**config.mk**
```make
export PLATFORM = sky130hd
export DESIGN_NAME = ram_copy_engine_flat
export DESIGN_NICKNAME = d
export VERILOG_FILES = /design/src/rtl/ram_copy_engine_if.sv /design/src/rtl/ram_copy_engine.sv /design/src/flat_wrapper.sv
export SDC_FILE = /design/constraint.sdc
export NUM_CORES = 1
export LEC_CHECK = 0
export CORE_ASPECT_RATIO = 0.9
export CORE_MARGIN = 10
export CORE_UTILIZATION = 45
export DETAILED_ROUTE_END_ITERATION = 8
export PLACE_DENSITY_LB_ADDON = 0.08
export SYNTH_ARGS = -nofsm -noshare
export SYNTH_HDL_FRONTEND = slang
export SYNTH_SLANG_ARGS = --single-unit
```
**constraint.sdc**
```tcl
create_clock -name clk -period 1.8 [get_ports clk]
set_input_delay 0.27 -clock clk [delete_from_list [all_inputs] [get_ports clk]]
set_output_delay 0.27 -clock clk [all_outputs]
set_load 0.03 [all_outputs]
```
**src/rtl/ram_copy_engine_if.sv**
```systemverilog
// Control handshake and dual-port RAM buses for ram_copy_engine.
// master: engine side (drives RAM strobes, status).  slave: controller/RAM side.
interface ram_copy_engine_if #(
   parameter int unsigned ADDR_W = 6,
   parameter int unsigned DATA_W = 8
);
   logic              start;
   logic [ADDR_W-1:0] src_addr;
   logic [ADDR_W-1:0] dst_addr;
   logic [ADDR_W:0]   len;
   logic              busy;
   logic              done;
   logic [ADDR_W-1:0] ram_addr_a;
   logic              ram_we_a;
   logic [DATA_W-1:0] ram_q_a;
   logic [ADDR_W-1:0] ram_addr_b;
   logic              ram_we_b;
   logic [DATA_W-1:0] ram_data_b;

   modport master (
      input  start, src_addr, dst_addr, len, ram_q_a,
      output busy, done, ram_addr_a, ram_we_a, ram_addr_b, ram_we_b, ram_data_b
   );

   modport slave (
      output start, src_addr, dst_addr, len, ram_q_a,
      input  busy, done, ram_addr_a, ram_we_a, ram_addr_b, ram_we_b, ram_data_b
   );
endinterface

```
**src/rtl/ram_copy_engine.sv**
```systemverilog
// Block-copy engine for the 64x8 synchronous dual-port RAM: reads through
// port A, writes one cycle later through port B, one word per cycle.
// Optional macro RAM_COPY_BACKWARD_EN: copy descending when dst > src so
// forward-overlapping copies behave like memmove.
module ram_copy_engine #(
   parameter int unsigned ADDR_W = 6,
   parameter int unsigned DATA_W = 8
) (
   input  logic              clk,
   input  logic              rst_n,
   ram_copy_engine_if.master bus
);

   typedef enum logic [1:0] {
      S_IDLE,
      S_RUN,
      S_DRAIN,
      S_FIN
   } state_t;

   localparam logic [ADDR_W:0]   DEPTH = {1'b1, {ADDR_W{1'b0}}};
   localparam logic [ADDR_W:0]   ONE_L = {{ADDR_W{1'b0}}, 1'b1};
   localparam logic [ADDR_W-1:0] ONE_A = {{(ADDR_W-1){1'b0}}, 1'b1};

   state_t            r_state;
   state_t            w_next;
   logic [ADDR_W-1:0] r_src;
   logic [ADDR_W-1:0] r_dst;
   logic [ADDR_W-1:0] r_idx;
   logic [ADDR_W-1:0] r_widx;
   logic [ADDR_W:0]   r_left;
   logic              r_we_b;
   logic [ADDR_W:0]   w_len_sat;
   logic              w_len_zero;
   logic              w_accept;
   logic [ADDR_W-1:0] w_first_idx;
   logic [ADDR_W-1:0] w_next_idx;
   logic [DATA_W-1:0] w_wdata;

   assign w_len_sat  = (bus.len > DEPTH) ? DEPTH : bus.len;
   assign w_len_zero = (bus.len == '0);
   // start is honoured in IDLE and in the done cycle (FIN), never while busy
   assign w_accept   = bus.start && ((r_state == S_IDLE) || (r_state == S_FIN));

`ifdef RAM_COPY_BACKWARD_EN
   logic r_desc;
   logic w_desc;

   assign w_desc      = (bus.dst_addr > bus.src_addr);
   assign w_first_idx = w_desc ? (w_len_sat[ADDR_W-1:0] - ONE_A) : '0;
   assign w_next_idx  = r_desc ? (r_idx - ONE_A) : (r_idx + ONE_A);
`else
   assign w_first_idx = '0;
   assign w_next_idx  = r_idx + ONE_A;
`endif

   // FSM state register
   always_ff @(posedge clk or negedge rst_n) begin
      if (!rst_n) begin
         r_state <= S_IDLE;
      end else begin
         r_state <= w_next;
      end
   end

   // Next-state and status decode.
   // A zero-length copy spends its single busy cycle in DRAIN with no write
   // pending, so done still arrives len+1 cycles after start.
   always_comb begin
      w_next   = r_state;
      bus.busy = 1'b0;
      bus.done = 1'b0;
      case (r_state)
         S_IDLE: begin
            if (bus.start) begin
               w_next = w_len_zero ? S_DRAIN : S_RUN;
            end
         end
         S_RUN: begin
            bus.busy = 1'b1;
            if (r_left == '0) begin
               w_next = S_DRAIN;
            end
         end
         S_DRAIN: begin
            bus.busy = 1'b1;
            w_next   = S_FIN;
         end
         S_FIN: begin
            bus.done = 1'b1;
            if (bus.start) begin
               w_next = w_len_zero ? S_DRAIN : S_RUN;
            end else begin
               w_next = S_IDLE;
            end
         end
         default: w_next = S_IDLE;
      endcase
   end

   // Latch copy parameters at start, step the read index, and delay the
   // read index by one cycle to form the matching write
   always_ff @(posedge clk or negedge rst_n) begin
      if (!rst_n) begin
         r_src  <= '0;
         r_dst  <= '0;
         r_idx  <= '0;
         r_widx <= '0;
         r_left <= '0;
         r_we_b <= 1'b0;
`ifdef RAM_COPY_BACKWARD_EN
         r_desc <= 1'b0;
`endif
      end else begin
         r_we_b <= (r_state == S_RUN);
         r_widx <= r_idx;
         if (w_accept) begin
            r_src  <= bus.src_addr;
            r_dst  <= bus.dst_addr;
            r_left <= w_len_zero ? '0 : (w_len_sat - ONE_L);
            r_idx  <= w_first_idx;
`ifdef RAM_COPY_BACKWARD_EN
            r_desc <= w_desc;
`endif
         end else if ((r_state == S_RUN) && (r_left != '0)) begin
            r_left <= r_left - ONE_L;
            r_idx  <= w_next_idx;
         end
      end
   end

   assign w_wdata        = r_we_b ? bus.ram_q_a : '0;
   assign bus.ram_we_a   = 1'b0;
   assign bus.ram_addr_a = (r_state == S_RUN) ? (r_src + r_idx) : '0;
   assign bus.ram_we_b   = r_we_b;
   assign bus.ram_addr_b = r_we_b ? (r_dst + r_widx) : '0;
   assign bus.ram_data_b = w_wdata;

endmodule

```
**src/flat_wrapper.sv**
```systemverilog
// flat-port wrapper written by rule: the top's interface ports become plain ports
module ram_copy_engine_flat 
#(
   parameter int unsigned ADDR_W = 6,
   parameter int unsigned DATA_W = 8
)
  (clk, rst_n, bus_start, bus_src_addr, bus_dst_addr, bus_len, bus_ram_q_a, bus_busy, bus_done, bus_ram_addr_a, bus_ram_we_a, bus_ram_addr_b, bus_ram_we_b, bus_ram_data_b);
  ram_copy_engine_if #(.ADDR_W(ADDR_W), .DATA_W(DATA_W)) bus_i ();
  input  logic clk;
  input  logic rst_n;
  input wire logic [$bits(bus_i.start)-1:0] bus_start;
  input wire logic [$bits(bus_i.src_addr)-1:0] bus_src_addr;
  input wire logic [$bits(bus_i.dst_addr)-1:0] bus_dst_addr;
  input wire logic [$bits(bus_i.len)-1:0] bus_len;
  input wire logic [$bits(bus_i.ram_q_a)-1:0] bus_ram_q_a;
  output wire logic [$bits(bus_i.busy)-1:0] bus_busy;
  output wire logic [$bits(bus_i.done)-1:0] bus_done;
  output wire logic [$bits(bus_i.ram_addr_a)-1:0] bus_ram_addr_a;
  output wire logic [$bits(bus_i.ram_we_a)-1:0] bus_ram_we_a;
  output wire logic [$bits(bus_i.ram_addr_b)-1:0] bus_ram_addr_b;
  output wire logic [$bits(bus_i.ram_we_b)-1:0] bus_ram_we_b;
  output wire logic [$bits(bus_i.ram_data_b)-1:0] bus_ram_data_b;
  assign bus_i.start = bus_start;
  assign bus_i.src_addr = bus_src_addr;
  assign bus_i.dst_addr = bus_dst_addr;
  assign bus_i.len = bus_len;
  assign bus_i.ram_q_a = bus_ram_q_a;
  assign bus_busy = bus_i.busy;
  assign bus_done = bus_i.done;
  assign bus_ram_addr_a = bus_i.ram_addr_a;
  assign bus_ram_we_a = bus_i.ram_we_a;
  assign bus_ram_addr_b = bus_i.ram_addr_b;
  assign bus_ram_we_b = bus_i.ram_we_b;
  assign bus_ram_data_b = bus_i.ram_data_b;
  ram_copy_engine #(.ADDR_W(ADDR_W), .DATA_W(DATA_W)) u_core (.clk(clk), .rst_n(rst_n), .bus(bus_i));
endmodule
```
==> results.md <==
* Clock Tree Root: clkbuf_8
* Vias at 2,112
* Arr. time, crit path at 1.97 ns
* Worst slack, placed at -0.341 ns
* Slowest stage cell, crit path: dfrtp_1
* P_leak at 1.68 nW
* Hold Violations, Final at 0
* Die Wd at 94.2 um
* RSZ-0062 raised after global routing: true
* Met2 routed WL at 2750 um
* MaxCap Viol Count at 0
* Antenna diode count at 0
* Worst min path class: input pin to async pin
* Syn avg cell area at roughly 9 sq um
* Clock Path Buffers at 2
* CP max FO at 2
* CP Launch Type: register
* Skew-Pair Late Insertion Delay at approximately 0.30 ns
* Drt first pass iters at 4
* EDFF count, synth at 0
* Warnings from Yosys at 0
* Final WS setup at -0.436 ns
* Cell count after synthesis at 245
* CTS clk-pin slew, worst paths at 0.08 ns
* Wire length per cell at 14.7 um
* CP endpoint kind: output pin
* Core box area at 0.00483 sq mm
* Vias in the first global route at 2,125
* Synth area leader: dfrtp_1
* CTS Hold Buffers Added at 0
* Crit Reg-Reg Endpoint: u_core.r_state[1]$_DFFE_PN0P_
* Max incr delay on CP at just under 0.4 ns
* CP Cell Sequence: ha_2 > fa_2 > a21o_1 > a21oi_2 > xnor2_2 > and2_4 > buf_12
* Met3 wire len at 460 um
* Slew Limit Fails at 0
* Worst EP required at 1.53 ns
* Share of layout cells above drive strength 1 at 0.396
* Critical path class: register to output pin
* Seq/Total Area, Yosys at 0.382
* Highest routed layer: met4
* Detail Placement HPWL at between 4000 and 5000 um
* Total Power at 6.20 mW
* Initial core utilization at 0.461
* Final nets at 401
* Post-route ant nets at 0
* # IOs at 54
* Tcrit/Tclk final at 1.24
* Total detailed-routing wirelength at 6110 um
* DRT iter0 DRCs at 89
* R2R Path Start: u_core.r_left[1]$_DFFE_PN0P_
* Row count at 24
* Fmax at 447 MHz
* Via density at between 5 and 6
* Failing checks: setup timing
* DIE HEIGHT at 86.8 um
* Global-route usage over all layers at 0.152
* Post-synth net total at 296
* Cell variety after synth at slightly above 50
* R2R setup slack at -0.02 ns
* FF-to-FF path depth at 6
* Metal-1 WL at 2830 um
* FFs w/ async S/R, synth at 1.00
* GRT overflow at 0
* Top FF cell, synth: dfrtp_1
* CTS Sinks at 34
* CTS tree: yes
* Final setup vio count at 11
* Syn Std Cell Area at 0.00223 sq mm
* Register bit total from synthesis at 34
* Most frequent cells in the layout: buf_4 (62), nand2_1 (44), dfrtp_1 (33)
* CTS Buf Count at 5
* Die area at 0.00817 sq mm
* Layout area overhead at 59.9%
* Top cells by area, synth: dfrtp_1 (38%), ha_1 (11%), nand2_1 (7.6%)
* PwrDens at between 1500 and 2000 mW/mm^2
* Worst VDD drop at 1240 uV
* Util after Layout at 0.738
* Worst hold slack at 0.368 ns
* Commonest non-fill, non-tap cell in the layout: buf_4
* Placer Congestion at 0.811
* Initial antenna violation count at 0
* IO buf count at 52
* First-pass GRT wire length at 10,100 um
* Residual DRC at 0
* H-tree levels at 2
* Largest net degree at the start of global routing at 35
* Final min period at 2.24 ns
* Post-synth top area share at 0.382
* Clock Skew at 0.00986 ns
* Status: complete, but fails checks
-- registers in the layout, summed over array words and instances, names as in the netlist --
name and flops:
u_core.bus.ram_we_b 1, u_core.r_dst 6, u_core.r_idx 6, u_core.r_left 7, u_core.r_src 6, u_core.r_state 2, u_core.r_widx 6
-- cells in the mapped netlist (3+ instances only) --
| cell | instances |
|---|---|
| nand2_1 | 45 |
| nand3_1 | 3 |
| clkbuf_1 | 7 |
| xor2_1 | 5 |
| o31ai_1 | 3 |
| o21ai_0 | 10 |
| and4_1 | 3 |
| xnor2_1 | 5 |
| inv_1 | 9 |
| nor4b_1 | 3 |
| nor3_1 | 3 |
| o211ai_1 | 5 |
| or3_1 | 4 |
| a21oi_1 | 9 |
| and2_1 | 17 |
| dfrtp_1 | 34 |
| nor2_1 | 15 |
| ha_1 | 19 |
-- worst max-delay path, delay by kind of cell, from the launching register on --
kind                       cells  cell delay (ns)
AOI/OAI and AO/OA              2             0.34
DFF                            1             0.39
adders and majority gates      2             0.54
xor gates and xnor gates       1             0.13
and+or+nand+nor                1             0.17
buffers and inverters          1             0.11
-- where the power goes --
| part | internal (mW) | switching, mW | leakage [nW] | total, mW |
|---|---|---|---|---|
| clock | 0.555 | 0.310 | 0.0683 | 0.865 |
| combinational | 1.99 | 2.00 | 1.19 | 3.99 |
| sequential | 1.08 | 0.270 | 0.424 | 1.35 |
| total | 3.62 | 2.58 | 1.68 | 6.20 |
-- what timing repair did --
action	CTS	global route
gates resized for setup	26	29
setup buffers	10	8
endpoints found under the setup margin	20	26
pin swaps	15	23
-- cell families after synthesis --
| group | synth area share |
|---|---|
| adder cells (fa/ha/maj) | 0.125 |
| AO/OA/AOI/OAI | 0.127 |
| multiplexers | 0.0241 |
| other | 0.00168 |
| AND/OR/NAND/NOR | 0.268 |
| XOR/XNOR | 0.0393 |
| flip-flops | 0.382 |
| buffers and inverters | 0.0342 |
-- routing by layer --
layer	global-route usage	vias to the layer above
met1	0.186	989
met2	0.239	56
met4	0.0552	0
met3	0.0570	6
li1	-	1061
met5	0	-
-- through the flow --
stage          instances  setup TNS, ns  cell area [sq um]
2_1_floorplan        245         -0.278               2280
3_3_place_gp         391          -1.95               3100
3_5_place_dp         391          -2.24               3100
4_1_cts              409          -2.49               3410
5_1_grt              416          -3.56               3570
6_report             416          -2.55               3570
-- layout make-up --
class / count / area (sq um)
multi-input cells: 192 / 1510
inverters: 9 / 33.8
well taps: 65 / 81.3
repair buffers: 108 / 948
flip-flops and latches: 34 / 852
clock buffers: 5 / 68.8
clock inverters: 3 / 68.8
fillers: 353 / 1270
-- worst max path at each step --
stage	slack, ns	end	from
after floorplan	-0.11	bus_ram_addr_a[5]	u_core.r_state[1]$_DFFE_PN0P_
after global placement	-0.28	u_core.r_state[0]$_DFFE_PN0P_	bus_len[0]
after detailed placement	-0.34	u_core.r_left[1]$_DFFE_PN0P_	bus_len[0]
after CTS	-0.47	bus_ram_addr_a[4]	u_core.r_src[0]$_DFFE_PN0P_
after global routing	-0.51	bus_ram_addr_a[4]	u_core.r_src[0]$_DFFE_PN0P_
final	-0.44	bus_ram_addr_a[4]	u_core.r_src[0]$_DFFE_PN0P_
(Power assumes the default switching activity.)
